File: src/rtl/mst_arb_pkg.sv
// mst_arb_pkg: shared encodings for the master FIFO write-port arbiter
package mst_arb_pkg;
  localparam int MST_W = 18;
  localparam logic [1:0] MST_EOP_TAG = 2'b01;
  localparam logic [3:0] MST_CMD_WR = 4'b1010;
  localparam logic [3:0] MST_CMD_RD = 4'b0000;
  typedef enum logic [1:0] {ARB_IDLE, ARB_GNT, ARB_GAP} arb_state_t;
  function automatic logic is_eop(input logic [MST_W-1:0] w);
    return w[17:16] == MST_EOP_TAG;
  endfunction
endpackage

File: src/rtl/mst_arb_pick.sv
// mst_arb_pick: combinational round-robin / fixed-priority winner select
module mst_arb_pick #(
  parameter bit PRIO_REQ0 = 1'b0
) (
  input  logic req0,
  input  logic req1,
  input  logic rr_last,
  output logic vld,
  output logic sel
);
  always_comb begin
    vld = req0 | req1;
    sel = (req0 & req1) ? (PRIO_REQ0 ? 1'b0 : ~rr_last) : req1;
  end
endmodule

File: src/rtl/mst_arbiter.sv
// mst_arbiter: packet-atomic arbitration of two requesters onto the master FIFO write port
// Optional watchdog on a stalled owner: define MST_ARB_WATCHDOG_EN.
module mst_arbiter
  import mst_arb_pkg::*;
#(
  parameter bit PRIO_REQ0 = 1'b0,
  parameter int TIMEOUT   = 1023
) (
  input  logic             sys_clk,
  input  logic             sys_rst_n,
  input  logic             req0_req,
  output logic             req0_gnt,
  input  logic [MST_W-1:0] req0_din,
  input  logic             req0_wr_en,
  output logic             req0_full,
  input  logic             req1_req,
  output logic             req1_gnt,
  input  logic [MST_W-1:0] req1_din,
  input  logic             req1_wr_en,
  output logic             req1_full,
  output logic [MST_W-1:0] mst_din,
  output logic             mst_wr_en,
  input  logic             mst_full,
  output logic [15:0]      pkt_cnt0,
  output logic [15:0]      pkt_cnt1,
  output logic             err_drop,
  output logic             err_tmo,
  input  logic             err_clr
);
  arb_state_t state, state_nx;
  logic owner, rr_last, pick_vld, pick_sel, acc, eop, tmo, drop;
  logic [MST_W-1:0] own_din;

  mst_arb_pick #(.PRIO_REQ0(PRIO_REQ0)) u_pick (
    .req0(req0_req),
    .req1(req1_req),
    .rr_last(rr_last),
    .vld(pick_vld),
    .sel(pick_sel)
  );

  always_comb begin
    req0_gnt  = (state == ARB_GNT) & ~owner;
    req1_gnt  = (state == ARB_GNT) & owner;
    req0_full = mst_full | ~req0_gnt;
    req1_full = mst_full | ~req1_gnt;
    own_din   = owner ? req1_din : req0_din;
    acc       = ((req0_gnt & req0_wr_en) | (req1_gnt & req1_wr_en)) & ~mst_full;
    eop       = acc & is_eop(own_din);
    drop      = (req0_wr_en & ~req0_gnt) | (req1_wr_en & ~req1_gnt) | ((req0_wr_en | req1_wr_en) & mst_full);
    state_nx  = (state == ARB_IDLE) ? (pick_vld ? ARB_GNT : ARB_IDLE) :
                (state == ARB_GNT)  ? ((eop | tmo) ? ARB_GAP : ARB_GNT) : ARB_IDLE;
  end

`ifdef MST_ARB_WATCHDOG_EN
  localparam int WDW = ($clog2(TIMEOUT + 1) > 10) ? $clog2(TIMEOUT + 1) : 10;
  logic [WDW-1:0] wd_cnt;
  // counts consecutive owned cycles without an accepted word
  always_ff @(posedge sys_clk or negedge sys_rst_n)
    if (!sys_rst_n) wd_cnt <= '0;
    else wd_cnt <= (state == ARB_GNT && !acc) ? wd_cnt + 1'b1 : '0;
  assign tmo = (state == ARB_GNT) & ~acc & (wd_cnt == WDW'(TIMEOUT - 1));
`else
  logic unused_timeout;
  assign unused_timeout = ^TIMEOUT;
  assign tmo = 1'b0;
`endif

  always_ff @(posedge sys_clk or negedge sys_rst_n)
    if (!sys_rst_n) state <= ARB_IDLE;
    else state <= state_nx;

  always_ff @(posedge sys_clk or negedge sys_rst_n)
    if (!sys_rst_n) begin
      owner     <= 1'b0;
      rr_last   <= 1'b1;
      pkt_cnt0  <= '0;
      pkt_cnt1  <= '0;
      mst_din   <= '0;
      mst_wr_en <= 1'b0;
      err_drop  <= 1'b0;
      err_tmo   <= 1'b0;
    end else begin
      owner     <= (state == ARB_IDLE && pick_vld) ? pick_sel : owner;
      rr_last   <= eop ? owner : rr_last;
      pkt_cnt0  <= pkt_cnt0 + 16'(eop & ~owner);
      pkt_cnt1  <= pkt_cnt1 + 16'(eop & owner);
      mst_din   <= acc ? own_din : mst_din;
      mst_wr_en <= acc;
      err_drop  <= drop | (err_drop & ~err_clr);
      err_tmo   <= tmo | (err_tmo & ~err_clr);
    end
endmodule
File: config.mk
export PLATFORM = sky130hd
export DESIGN_NAME = mst_arbiter
export DESIGN_NICKNAME = d
export VERILOG_FILES = /design/src/rtl/mst_arb_pkg.sv /design/src/rtl/mst_arb_pick.sv /design/src/rtl/mst_arbiter.sv
export SDC_FILE = /design/constraint.sdc
export NUM_CORES = 1
export LEC_CHECK = 0
export CORE_ASPECT_RATIO = 1.2
export CORE_MARGIN = 8
export CORE_UTILIZATION = 39
export DETAILED_ROUTE_END_ITERATION = 10
export GPL_ROUTABILITY_DRIVEN = 0
export PLACE_DENSITY = 0.76
export SETUP_SLACK_MARGIN = 0.3
export SLEW_MARGIN = 20
export SYNTH_ARGS = -nofsm -noshare
export SYNTH_HDL_FRONTEND = slang
export SYNTH_SLANG_ARGS = --single-unit
File: constraint.sdc
create_clock -name sys_clk -period 2.15 [get_ports sys_clk]
set_input_delay 0.215 -clock sys_clk [delete_from_list [all_inputs] [get_ports sys_clk]]
set_output_delay 0.215 -clock sys_clk [all_outputs]
set_load 0.005 [all_outputs]
* After elaboration in Yosys (flattened, before gate mapping)
Index checks and enable logic that the tools add are counted.
Storage, ports and cells: logic and storage cells 50, bits of input ports 44, output and inout port bits 57, bits in registers 57
Cells by class: add/subtract/negate cells 2, reduce and logical (&&, ||, !) cells 2, eq/ne operators 2, muxes and demuxes 6, bitwise operators 29
Operators by type and width (number):
- 18-bit two-way mux | 1
- 16-bit by 1-bit adder with 16-bit output | 1
- 16-bit adder | 1
- 1-bit by 16-bit AND with 16-bit output | 1
- 1-bit inverter with 16-bit output | 1
- 1-bit AND | 13
- 1-bit bitwise OR | 8
- 2-bit two-way mux | 3
- 1-bit inverter | 6
- 2-bit by 1-bit == test with 1-bit output (second input constant) | 2
- 2-bit logical NOT | 1
- 1-bit two-way mux | 2
- 1-bit logical AND | 1

* Logic depth before layout (Yosys ltp)
word-level depth 9, mapped depth 11, depth with buffers taken out 9

* By module
From an unflattened synthesis, not the netlist that was laid out.
Second synthesis, totals: cell total of the unflattened synthesis 224, area total of the unflattened synthesis 2538.7 um^2
By module, submodules not included:
- mst_arbiter | area each 2524.9 um^2, instances 1, sequential area each 1427.6 um^2, cells an instance 222
- mst_arb_pick | area each 13.8 um^2, instances 1, sequential area each 0.0 um^2, cells an instance 2

* Least setup slack after synthesis
OpenSTA, ideal clock, no wires.
path type register to register, start register state[1], end register pkt_cnt0[12], library setup time 124 ps, period minus slack after synthesis 2169 ps, buffers on the path 1, cell stages (with the launch flop) 11, data required time 2026 ps, arrival time 2045 ps, path slack -19 ps, cell sequence dfrtp_1 > nand2b_1 > nor3_2 > buf_4 > and3_1 > ha_1 > ha_1 > nand2_1 > nor4_2 > nand3_1 > xnor2_1
On the way: longest elaborated chain between the ends 8, elaborated cells on any way between the ends 10, those cells by class add/sub (1); eq/ne (1); bitwise (8)
RTL lines:
- start: declaration | line mst_arbiter.sv:30 | arb_state_t state, state_nx;
- start signal: assignment | line mst_arbiter.sv:71 | else state <= state_nx;
- 2-bit by 1-bit == test with 1-bit output * | line mst_arbiter.sv:43, mst_arbiter.sv:44
- 1-bit AND, on equally long branches | line mst_arbiter.sv:43, mst_arbiter.sv:44
- 1-bit AND | line mst_arbiter.sv:48 | acc = ((req0_gnt & req0_wr_en) | (req1_gnt & req1_wr_en)) & ~mst_full;
- 1-bit bitwise OR * | line mst_arbiter.sv:48
- 1-bit AND * | line mst_arbiter.sv:48
- 1-bit AND * | line mst_arbiter.sv:49 | eop = acc & is_eop(own_din);
- 1-bit by 16-bit AND with 16-bit output * | line mst_arbiter.sv:86 | pkt_cnt0 <= pkt_cnt0 + 16'(eop & ~owner);
- 16-bit adder * | line mst_arbiter.sv:86
- end signal: assignment | line mst_arbiter.sv:86
- end: declaration | line mst_arbiter.sv:24 | output logic [15:0] pkt_cnt0,
Mark *: on every way between the ends. The rest lies on a longest branch, timed or not. A chain may end at the register's enable or synchronous reset.

* Final worst setup path
start register owner, end register pkt_cnt0[11]
On the way: longest elaborated chain between the ends 8, elaborated cells on any way between the ends 13, those cells by class add/sub (1); eq/ne (1); mux (1); bitwise (10)
RTL lines:
- start: declaration | line mst_arbiter.sv:31 | logic owner, rr_last, pick_vld, pick_sel, acc, eop, tmo, drop;
- start signal: assignment | line mst_arbiter.sv:84 | owner <= (state == ARB_IDLE && pick_vld) ? pick_sel : owner;
- 1-bit inverter | line mst_arbiter.sv:43 | req0_gnt = (state == ARB_GNT) & ~owner;
- 1-bit AND | line mst_arbiter.sv:43
- 1-bit AND | line mst_arbiter.sv:48
- 1-bit bitwise OR | line mst_arbiter.sv:48
- 1-bit AND | line mst_arbiter.sv:48
- 1-bit AND | line mst_arbiter.sv:49
- 1-bit by 16-bit AND with 16-bit output * | line mst_arbiter.sv:86
- 16-bit adder * | line mst_arbiter.sv:86
Marked as above.

==> results.md <==
- Status: complete, no violations
- Worst path cell trace: mux2i_2 > nor3_4 > and3_4 > ha_4 > nand3_4 > nor4_4 > buf_4 > xor2_1
- Data required, critical path: 2.39 ns
- Max-slew violation count: 0
- Io pins: around 100
- Die W: 89.7 µm
- Largest area contributor in the netlist: dfrtp_1
- Mapped cell area: 2540 µm²
- Via count: 2168
- Ys async rst share: 1.00
- Met3 Use GR: 0.0635
- Grt met2 use: 0.244
- Syn nets: 274
- All-Layer GR Usage: 0.150
- CP peak stage delay: 0.45 ns
- TNS Setup: 0 ns
- Filler cell count in the final layout: a little under 500
- WS Path Type: reg2reg
- Headroom to the max-slew limit: 0.754
- Crit path DAT: around 2.2 ns
- Layout cell share with drive strength beyond 1: 0.218
- Rows: 32
- Synth top area cells: dfrtp_1 55%, mux2i_1 7.1%, xnor2_1 6.5%, nor2_1 3.8%, a21oi_1 3.5%
- Mean Syn Cell Area: ~11 µm²
- Cells after Synth: 225
- Largest net degree at the start of global routing: 25
- Met1 Use GR: 0.164
- Synth cell count leaders: 56 x dfrtp_1, 26 x nor2_1, 19 x xnor2_1
- Tmin final: 1.98 ns
- Detailed router's first-iteration violation count: 61
- Worst VDD drop: 0.000593 V
- Fin crit share: 0.921
- Root Buffer: clkbuf_8
- Drt via density: 4.85
- Global-route wire length before repair: 11400 µm
- Critical path's slowest cell: dfrtp_2
- Total grt overflow: 0
- Setup Skew: 0.0104 ns
- Nets@finish: 406
- Fin. Hold Viols: 0
- #FFs+latches synth: 57
- Post-DP Area: 3810 µm²
- Post-Route WL: roughly 6800 µm
- RSZ-0062 raised after global routing: yes
- TritonRoute pass-1 iters: 4
- Max Clock Freq: 505 MHz
- Netlist cell types: 32
- Vias in the first global route: 2319
- DP HPWL: 4950 µm
- Count leader, synth: dfrtp_1
- Area added between synthesis and finish: 66.8%
- Primary FF master, synth: dfrtp_1
- Crit Path Max Fanout: 5
- Initial antenna violation count: 0
- Leak: 1.86 nW
- Final setup violation count: 0
- # clock sinks: 57
- Hold Crit Class: in2async
- Antenna Cells: 0
- Setup crit end kind: flip-flop
- Die area: 9370 µm²
- Longest Clk Path Bufs: 2
- H-tree Lvls: 3
- Post-synth EDFFs: 0
- Power per cell area: 904 nW/µm²
- Port Buffers: 100
- Final instance area: roughly 4200 µm²
- Clock Latency Late Sink: 0.33 ns
- Sequential fraction of the synthesis area: 0.561
- Total of warnings raised by yosys: 0
- CORE AREA: about 6400 µm²
- Clk pin slew, worst setup/hold paths: 0.06 ns
- DRC: 0
- CTS tree: yes
- Max-Cap Viols: 0
- Measured slew at the worst slew-check pin: 0.367 ns
- Post-synth top area share: 0.551
- Final ANT Viol Nets: 0
- Drt wl/cell: roughly 15 µm
- Num CTS Buffers: 9
- Startpoint types: flip-flop
- Die height: approximately 100 µm
- Busiest grt layer: met2
- Hold slack final: about 0.31 ns
- Initial Util: 0.400
logic make-up (layout without fill, tap and decap cells):
| family | Yosys count | after routing | share of synthesized area |
|---|---|---|---|
| AO/OA/AOI/OAI | 22 | 22 | 0.0467 |
| XOR/XNOR | 28 | 28 | 0.0964 |
| adder cells (fa/ha/maj) | 5 | 5 | 0.0246 |
| buffers and inverters | 12 | 149 | 0.0236 |
| flip-flops | 57 | 57 | 0.561 |
| multiplexers | 19 | 19 | 0.0753 |
| AND/OR/NAND/NOR | 82 | 82 | 0.172 |
through the flow:
step | utilization | instances | setup WS, ns | total power (W)
floorplan | - | 225 | 0.0129 | 0.00209
global placement | 0.599 | 419 | -0.0531 | 0.00288
detailed placement | 0.599 | 419 | -0.105 | 0.00292
CTS | 0.650 | 441 | 0.139 | 0.00390
global route | 0.667 | 447 | 0.0346 | 0.00411
finish | 0.667 | 447 | 0.169 | 0.00384
layout make-up:
| class | count | area [µm²] | area share |
|---|---|---|---|
| tap | 85 | 106 | 0.0251 |
| sequential | 57 | 1430 | 0.337 |
| timing repair buffer | 129 | 1240 | 0.293 |
| inverter | 4 | 15.0 | 0.00354 |
| multi-input combinational | 156 | 1270 | 0.298 |
| clock inverter | 3 | 15.0 | 0.00354 |
| clock buffer | 13 | 169 | 0.0398 |
critical path, delay by kind of cell (launching register included):
kind          cells  cell delay, ns
flops             1            0.45
xor+xnor          1            0.15
fa+ha+maj         1            0.16
simple gates      4            0.80
buf+inv           1            0.16
mux               1            0.17
layout by cell type, fill, tap and decap left out, types with 2 or more instances in the layout:
cell	netlist	final
clkdlybuf4s50_1	0	95
dfrtp_1	56	55
nor2_1	26	25
buf_4	2	20
xnor2_1	19	19
a21oi_1	18	18
mux2i_1	18	17
clkbuf_8	0	12
xor2_1	9	9
nand2_1	10	8
buf_6	0	8
nand3_2	0	7
nand3_1	16	7
ha_4	0	5
inv_1	4	4
nor3_1	5	4
and3_4	0	3
and3_1	6	3
and2_1	3	3
nand4_1	3	3
nand3_4	1	3
nor4_4	1	3
clkinv_2	0	3
or3_1	2	2
state kept, by name, indices dropped and copies added (netlist names):
register / flops
mst_din: 18
pkt_cnt1: 16
mst_wr_en: 1
state: 2
rr_last: 1
pkt_cnt0: 16
owner: 1
err_drop: 1
err_tmo: 1
power breakdown:
part,switching [W],leakage (nW),internal [W],total (W)
Clock,0.000400,0.0992,0.000507,0.000907
Combinational,0.000537,1.04,0.000853,0.00139
Sequential,0.000214,0.714,0.00133,0.00154
worst paths after layout:
path | start | slack, ns | cells after the start | to
worst max register to register | owner | 0.17 | 8 | pkt_cnt0[11]
worst min-delay path | sys_rst_n | 0.31 | 2 | pkt_cnt1[10]
worst min register to register | pkt_cnt1[15] | 0.47 | 1 | pkt_cnt1[15]
worst max-delay path | owner | 0.17 | 8 | pkt_cnt0[11]
min in group sys_clk | pkt_cnt1[15] | 0.47 | 1 | pkt_cnt1[15]
max in group asynchronous | sys_rst_n | 1.18 | 3 | rr_last
per-layer routing:
metal  up-vias  part of all wire
met4         0             0.019
li1       1037                 -
met5         -                 0
met2        80              0.50
met3        11             0.094
met1      1040              0.39
what timing repair did:
action / CTS / global route
gates resized for setup: 26 / 15
hold buffers: 1 / 0
endpoints found under the hold margin: 12 / 0
pin swaps: 10 / 17
buffers inserted: 5 / 6
setup endpoints to repair: 29 / 27
Note: power is estimated with default switching activity, not from simulation.
